--- src/rtl/onehot_seq_pkg.sv ---
// Shared types and helpers for the one-hot event sequencer.
// Helpers are sized for the widest legal event count and truncated by callers.
package onehot_seq_pkg;

    localparam int MAX_N     = 512;
    localparam int MAX_IDX_W = 9;

    typedef enum logic [1:0] {
        IDLE,
        RUN,
        DONE,
        STALL
    } seq_state_e;

    // Encoder for a one-hot (or zero) vector: OR of the indices of the set bits.
    function automatic logic [MAX_IDX_W-1:0] onehot_to_idx(input logic [MAX_N-1:0] v);
        logic [MAX_IDX_W-1:0] idx;
        idx = '0;
        for (int i = 0; i < MAX_N; i++) begin
            if (v[i]) idx = idx | MAX_IDX_W'(i);
        end
        return idx;
    endfunction

    // Prerequisite set of event i in an n-event mask; an event never depends on itself.
    function automatic logic [MAX_N-1:0] dep_slice(input logic [MAX_N*MAX_N-1:0] mask,
                                                   input int n, input int i);
        logic [MAX_N-1:0] s;
        s = '0;
        for (int b = 0; b < n; b++) begin
            s[b] = mask[i*n + b];
        end
        s[i] = 1'b0;
        return s;
    endfunction

endpackage

--- src/rtl/rr_onehot_arbiter.sv ---
// Round-robin one-hot pick of req starting at ptr, wrapping N-1 -> 0.
// Double-width trick: lowest set bit of {req, req masked to >= ptr}, folded back.
module rr_onehot_arbiter #(
    parameter int N  = 8,
    parameter int PW = $clog2(N)
) (
    input  logic [N-1:0]  req,
    input  logic [PW-1:0] ptr,
    output logic [N-1:0]  gnt,
    output logic          any
);

    logic [N-1:0]   hi_mask;
    logic [2*N-1:0] dbl;
    logic [2*N-1:0] dbl_gnt;

    assign hi_mask = {N{1'b1}} << ptr;
    assign dbl     = {req, req & hi_mask};
    // Lower half wins when anything at or above ptr is requesting.
    assign dbl_gnt = dbl & (~dbl + (2*N)'(1));
    assign gnt     = dbl_gnt[N-1:0] | dbl_gnt[2*N-1:N];
    assign any     = |req;

endmodule

--- src/rtl/onehot_event_sequencer.sv ---
// Issues each of N one-hot events exactly once, in dependency-respecting
// round-robin order, over a valid/ready stream; flags completion or deadlock.
module onehot_event_sequencer
    import onehot_seq_pkg::*;
#(
    parameter int             N        = 8,
    parameter logic [N*N-1:0] DEP_MASK = '0
) (
    input  logic         clk,
    input  logic         rst_n,
    input  logic         start,
    output logic [N-1:0] ev,
    output logic         ev_valid,
    input  logic         ev_ready,
    output logic [N-1:0] issued,
    output logic         busy,
    output logic         done,
    output logic         deadlock
);

    localparam int PW = $clog2(N);
    localparam logic [MAX_N*MAX_N-1:0] DEP_WIDE = (MAX_N*MAX_N)'(DEP_MASK);

    seq_state_e    state;
    logic [N-1:0]  issued_q;
    logic [N-1:0]  ev_q;
    logic          ev_valid_q;
    logic          done_q;
    logic          deadlock_q;
    logic [PW-1:0] ptr_q;

    logic [N-1:0]  elig;
    logic [N-1:0]  gnt;
    logic          gnt_any;
    logic [N-1:0]  issued_next;
    logic [PW-1:0] ev_idx;
    logic [PW-1:0] ptr_next;

    // An event is eligible once any one of its prerequisites has been issued.
    for (genvar i = 0; i < N; i++) begin : g_elig
        localparam logic [N-1:0] DEP_I = N'(dep_slice(DEP_WIDE, N, i));
        assign elig[i] = !issued_q[i] && ((DEP_I == '0) || (|(DEP_I & issued_q)));
    end

    rr_onehot_arbiter #(.N(N), .PW(PW)) u_arb (
        .req (elig),
        .ptr (ptr_q),
        .gnt (gnt),
        .any (gnt_any)
    );

    always_comb begin
        issued_next = issued_q | ev_q;
        ev_idx      = PW'(onehot_to_idx(MAX_N'(ev_q)));
        ptr_next    = (ev_idx == PW'(N-1)) ? '0 : ev_idx + PW'(1);
    end

    always_ff @(posedge clk or negedge rst_n) begin
        if (!rst_n) begin
            state      <= IDLE;
            issued_q   <= '0;
            ptr_q      <= '0;
            ev_q       <= '0;
            ev_valid_q <= 1'b0;
            done_q     <= 1'b0;
            deadlock_q <= 1'b0;
        end else begin
            case (state)
                IDLE, DONE, STALL: begin
                    if (start) begin
                        state      <= RUN;
                        issued_q   <= '0;
                        ptr_q      <= '0;
                        ev_q       <= '0;
                        ev_valid_q <= 1'b0;
                        done_q     <= 1'b0;
                        deadlock_q <= 1'b0;
                    end
                end
                RUN: begin
                    if (ev_valid_q && ev_ready) begin
                        issued_q   <= issued_next;
                        ptr_q      <= ptr_next;
                        ev_q       <= '0;
                        ev_valid_q <= 1'b0;
                        if (&issued_next) begin
                            state  <= DONE;
                            done_q <= 1'b1;
                        end
                    end else if (!ev_valid_q) begin
                        // Picks only from the settled issued set; a held event is never re-picked.
                        if (gnt_any) begin
                            ev_q       <= gnt;
                            ev_valid_q <= 1'b1;
                        end else begin
                            state      <= STALL;
                            deadlock_q <= 1'b1;
                        end
                    end
                end
            endcase
        end
    end

    assign ev       = ev_q;
    assign ev_valid = ev_valid_q;
    assign issued   = issued_q;
    assign busy     = (state == RUN);
    assign done     = done_q;
    assign deadlock = deadlock_q;

endmodule
--- config.mk ---
export PLATFORM = sky130hd
export DESIGN_NAME = onehot_event_sequencer
export DESIGN_NICKNAME = d
export VERILOG_FILES = /design/src/rtl/onehot_seq_pkg.sv /design/src/rtl/rr_onehot_arbiter.sv /design/src/rtl/onehot_event_sequencer.sv
export SDC_FILE = /design/constraint.sdc
export NUM_CORES = 1
export LEC_CHECK = 0
export CAP_MARGIN = 10
export CORE_ASPECT_RATIO = 0.6
export CORE_MARGIN = 2
export CORE_UTILIZATION = 35
export DETAILED_ROUTE_END_ITERATION = 7
export SLEW_MARGIN = 20
export SYNTH_ARGS = -nofsm -noshare
export SYNTH_HDL_FRONTEND = slang
export SYNTH_SLANG_ARGS = --single-unit
export TNS_END_PERCENT = 20
--- constraint.sdc ---
create_clock -name clk -period 2 [get_ports clk]
set_input_delay 0.4 -clock clk [delete_from_list [all_inputs] [get_ports clk]]
set_output_delay 0.4 -clock clk [all_outputs]
set_load 0.005 [all_outputs]
# == Word-level counts from Yosys, hierarchy flattened ==
# Cells that the tools add are included.
# word_totals
memories,0
rom_bits,0
latchBits,0
reg_bits,24
out_inout_bits,20
input_bits,4
wordCells,83
mem_bits_rw,0
# classes
n_eq_ne,14
n_bitwise,5
muxes,36
addsub,2
reduce_logical,18
shift,1
div,0
n_mul,0
magnitude_cmp,0
# ops
operator,count
two-way mux 8 bit,5
one-hot mux 8 bit (2 select lines),2
two-way mux 3 bit,7
"adder 16 x 1 -> 16 bit, second input constant",1
bitwise AND 16 bit,1
inverter 16 bit,1
bitwise OR 8 bit,2
two-way mux 2 bit,7
two-way mux 1 bit,10
"inequality test 3 x 2 -> 1 bit, second input constant",3
bitwise AND 8 bit,1
zero test 1 bit,8
"inequality test 2 bit, second input constant",4
AND reduction 4 bit,2
AND reduction 8 bit,1
OR reduction 8 bit,1
"<< shifter 8 x 3 -> 8 bit, first input constant",1
one-hot mux 1 bit (2 select lines),3
one-hot mux 3 bit (2 select lines),1
AND reduction 3 bit,2
"== test 2 bit, second input constant",2
"inequality test 2 x 1 -> 1 bit, second input constant",2
one-hot mux 2 bit (2 select lines),1
"adder 3 x 1 -> 3 bit, second input constant",1
7 further kinds,7

# == Depth between registers and ports, before layout ==
# Gate-level depths: netlist of the first run.
# depth
word_depth,11
ltp_mapped,7
ltp_nobuf,7

# == Hierarchy ==
# Synthesis of the first run repeated with hierarchy kept, for this count alone.
# unflattened
hier_cells,144
hier_area_um2,1403.8
# by_module_without_submodules
module,cells_per_inst,area_each_um2,instances,seq_area_each_um2
onehot_event_sequencer,88,1059.8,1,600.6
rr_onehot_arbiter,56,344.1,1,0.0

# == Worst setup path before layout of the first run ==
# OpenSTA, ideal clock, no wires.
# synth_timing
kind,register -> register
from,reg ev_q[5] (netlist: ev[5])
to,reg ptr_q[2]
setup_time_ns,0.127
arrival_ns,1.499
path_slack_ns,0.375
stages_incl_launch_ff,6
n_path_buf,0
t_required_ns,1.873
period_less_slack_ns,1.625
cell_sequence,dfrtp_1 > or4_1 > ha_1 > ha_1 > nand2_1 > o21ai_0
# synth_between
elab_chain_len,7
elab_cells_between_ends,8
classes_between,add/sub: 1; eq/ne: 1; mux: 6
# synth_rtl
element,line,text
from (decl),onehot_event_sequencer.sv:26,logic [N-1:0] ev_q;
from (signal assigned),onehot_event_sequencer.sv:93,ev_q <= gnt;
two-way mux 3 bit * (3 in a row),onehot_seq_pkg.sv:20,if (v[i]) idx = idx | MAX_IDX_W'(i);
adder 3 x 1 -> 3 bit or == test 3 bit (tied branches),onehot_event_sequencer.sv:55,ptr_next = (ev_idx == PW'(N-1)) ? '0 : ev_idx + PW'(1);
two-way mux 3 bit *,onehot_event_sequencer.sv:55,
two-way mux 3 bit *,onehot_event_sequencer.sv:81,if (ev_valid_q && ev_ready) begin
one-hot mux 3 bit (2 select lines) *,onehot_event_sequencer.sv:68,case (state)
to (signal assigned),onehot_event_sequencer.sv:83,ptr_q <= ptr_next;
to (decl),onehot_event_sequencer.sv:30,logic [PW-1:0] ptr_q;
# Every way passes the cells marked *; elsewhere a longest branch is shown, timed or not. The select of a mux whose other input is x is not followed.
# A chain may end at the register's enable or synchronous reset.

# == Worst setup path after layout of the first run ==
# layout_timing
from,reg state[1]
to,out busy
# layout_between
elab_chain_len,1
# layout_rtl
element,line,text
from (decl),onehot_event_sequencer.sv:24,seq_state_e state;
from (signal assigned),onehot_event_sequencer.sv:60,state <= IDLE;
from (signal assigned),onehot_event_sequencer.sv:71,state <= RUN;
from (signal assigned),onehot_event_sequencer.sv:87,state <= DONE;
== test 2 x 1 -> 1 bit,onehot_event_sequencer.sv:108,assign busy = (state == RUN);
to (decl),onehot_event_sequencer.sv:16,"output logic busy,"
# No other way between the ends.

==> impl_metrics.csv, run 1 <==
group,metric,value,unit
sta,setup_viol,0,
sta,slew_viol_final,0,
floorplanning,design.core.area,3637,µm²
global_routing,grt_pass1_vias,1180,
worst_setup_path,crit_path_end_kind,"output port",
worst_setup_path,arrival,1.52,ns
routing,drtIter0Drc,139,
worst_setup_path,cp-startpoint,"state[1]",
clock_network,clk_path_buf_depth,2,
synthesis,seq_area_frac_synth,45.37,%
min_path,min_path_type,"in -> async",
clock_network,cts_root_buffer,"clkbuf_8",
routing,vias,1245,
worst_setup_path,path_cells,"or2b_1, inv_2, clkdlybuf4s50_1",
global_routing,grt_pass1_wl,6.258,mm
global_routing,grt_use_total,19.05,%
worst_setup_path,slowest_delay,0.49,ns
floorplanning,start_util,36.39,%
synthesis,synth_edf_count,0,
worst_setup_path,cp.depth,3,
final_layout,syn_to_final_growth,23.91,%
synthesis,ys_seq_elements,24,
worst_setup_path,crit_path_top_delay_cell,"clkdlybuf4s50_1",
synthesis,ys_types,39,
clock_network,cts_sinks,24,
clock_network,post_cts.repair.setup_buffers,0,
sta,tightest_slew,0.6031,ns
sta,period_share,95.87,%
worst_setup_path,cp.required,1.60,ns
pwr,seqPwrFrac,43.4,%
pwr,pwr-share-comb,41.9,%
synthesis,synth-main-ff-cell,"dfrtp_1",
placement,dp_hpwl,2.593,mm
floorplanning,rows,17,
worst_setup_path,reg2reg_from,"ptr_q[2]",
floorplanning,die_area,4306,µm²
worst_setup_path,worstPathMaxFanout,4,
worst_setup_path,crit_family,"buffers and inverters",
clock_network,clock_latency,0.27,ns
global_routing,grt_max_degree,25,
synthesis,syn_inst,142,
synthesis,synth_top_area_share,45.37,%
routing,drt-vias-per-instance,5.900,
pwr,power.density,1251,nW/µm²
clock_network,htree_levels,1,
synthesis,ys_warn_count,0,
sta,fin_crit,1.917,ns
synthesis,ys_top_cells_by_count,"dfrtp_1 (24), inv_1 (13), nand2_1 (13)",
clock_network,cts_inserted_buffers,3,
sta,skew,0.002854,ns
synthesis,netlist_area,1324,µm²
synthesis,syn-mean-instance-area,9.322,µm²
final_layout,fill_cells,343,
placement,placed_area,1599,µm²
global_routing,antenna_found_initial,0,
sta,relSlewSlack,59.52,%
routing,wirelength,3.687,mm
floorplanning,dieWidth,83.40,µm
floorplanning,boundaryPins,24,
clock_network,cts_hold_buf,0,
status,status,"completed",
worst_setup_path,r2r_cells,4,
sta,worst_slack,0.08256,ns
sta,fmax,521.5,MHz
worst_setup_path,crit_path_end,"busy",
final_layout,antenna_cells,0,
worst_setup_path,start_kind,"register",
synthesis,ys_top_cells_by_area,"dfrtp_1 (45%), a22o_1 (5.3%), inv_1 (3.7%)",
placement,post-place-ws,0.2765,ns
sta,rsz0062_at_grt,"false",
clock_network,cts_resized,0,
worst_setup_path,crit_type,"reg -> out",
routing,routedWlPerCell,17.47,µm
pwr,internal_power,1189,µW
pwr,swShare,42.07,%
synthesis,synth_most_common_cell,"dfrtp_1",
pwr,pwr-share-clk,14.7,%
sta,finalSetupTns,0,ns
worst_setup_path,path_buf_inv,2,
placement,place.port_buffers,23,
pwr,power.leakage,0.0006619,µW
global_routing,overflow,0,
final_layout,stdcell_area,1640,µm²
clock_network,clkTransAtPathRegs,0.09,ns
placement,place_congestion,0.8893,
routing,drc,0,
routing,postRouteAntennaNets,0,
synthesis,async_flop_share,100.0,%
floorplanning,fp.dieH,51.64,µm
run,cap_violations,0,
final_layout,drive_gt1_share,8.537,%
routing,first_pass_iters,4,
synthesis,synth_fp_nets,148,
pwr,switching_power,863.6,µW
final_layout,final_nets,172,
worst_setup_path,rr_endpoint,"ev[1]",
synthesis,yosys.area.top_type,"dfrtp_1",
pwr,ir_worst_vdd,0.5701,mV
worst_setup_path,r2r_setup_slack,0.16,ns
sta,hold_viol,0,
clock_network,tritoncts,"built",
cell type report:
type,count,area [µm²],share of cell area [%]
multi-input combinational,97,630.6,38.44
sequential,24,600.6,36.61
timing repair buffer,27,260.3,15.87
tap,47,58.81,3.585
inverter,13,48.80,2.975
clock buffer,3,41.29,2.517
how the worst min path moves through the flow:
| stage | startpoint | end | slack (ns) | cells past startpoint |
|---|---|---|---|---|
| floorplan | rst_n | deadlock | 0.10 | 0 |
| global placement | deadlock | deadlock | 0.48 | 1 |
| detailed placement | deadlock | deadlock | 0.49 | 1 |
| CTS | rst_n | issued[5] | 0.51 | 2 |
| global route | rst_n | ev[6] | 0.51 | 2 |
| finish | rst_n | issued[5] | 0.49 | 2 |
layer usage:
layer / GRT usage, % / vias to the layer above / wire length [µm]
met4: 4.645 / 0 / 34
li1: - / 576 / -
met2: 26.88 / 63 / 1520
met1: 28.30 / 599 / 1796
met5: 0 / - / 0
met3: 5.714 / 7 / 336
kinds of logic (layout without fill, tap and decap cells):
logic type,Yosys count,count (layout),synth area share [%]
and+or+nand+nor,50,50,19.66
AOI/OAI and AO/OA,45,45,26.09
DFF,24,24,45.37
buffers and inverters,21,43,6.994
adders and majority gates,2,2,1.890
layout by cell type (no fill, tap or decap), types with 2 or more instances in the layout:
master           count
a21oi_1              7
a22o_1               8
a311oi_1             2
buf_4                4
clkbuf_8             3
clkdlybuf4s50_1     23
dfrtp_1             24
ha_1                 2
inv_1               12
nand2_1             13
nand2b_1             2
nand3_1              9
nand4_1              4
nor2_1              10
nor4_1               3
o21a_1               3
o21ai_0              5
o221ai_1             3
o22ai_1              5
o32ai_1              3
registers in the layout, summed over array words and instances (netlist names):
signal    cells
state         2
ev_valid      1
done          1
ptr_q         3
issued        8
deadlock      1
ev            8
power by group through the flow:
stage / Combinational, µW / Sequential, µW / Clock (µW)
2_1_floorplan: 609 / 758 / 0
3_3_place_gp: 844 / 880 / 0
3_5_place_dp: 854 / 889 / 0
4_1_cts: 859 / 878 / 305
5_1_grt: 952 / 924 / 323
6_report: 860 / 890 / 303
per-stage QoR:
step | instances | hold WS, ns | total power, µW | util (%)
after floorplan | 142 | 0.1044 | 1367 | -
after global placement | 208 | 0.4800 | 1724 | 43.96
after detailed placement | 208 | 0.4874 | 1743 | 43.96
after CTS | 211 | 0.5051 | 2041 | 45.10
after global routing | 211 | 0.5137 | 2198 | 45.10
final | 211 | 0.4864 | 2053 | 45.10
No activity file was read; power rests on OpenSTA's default activity.
==> run 2: changes to the inputs <==
- CAP_MARGIN: 10 -> 20
==> results of run 2 <==
No change in the layout: final DEF, timing and power equal those of run 1.
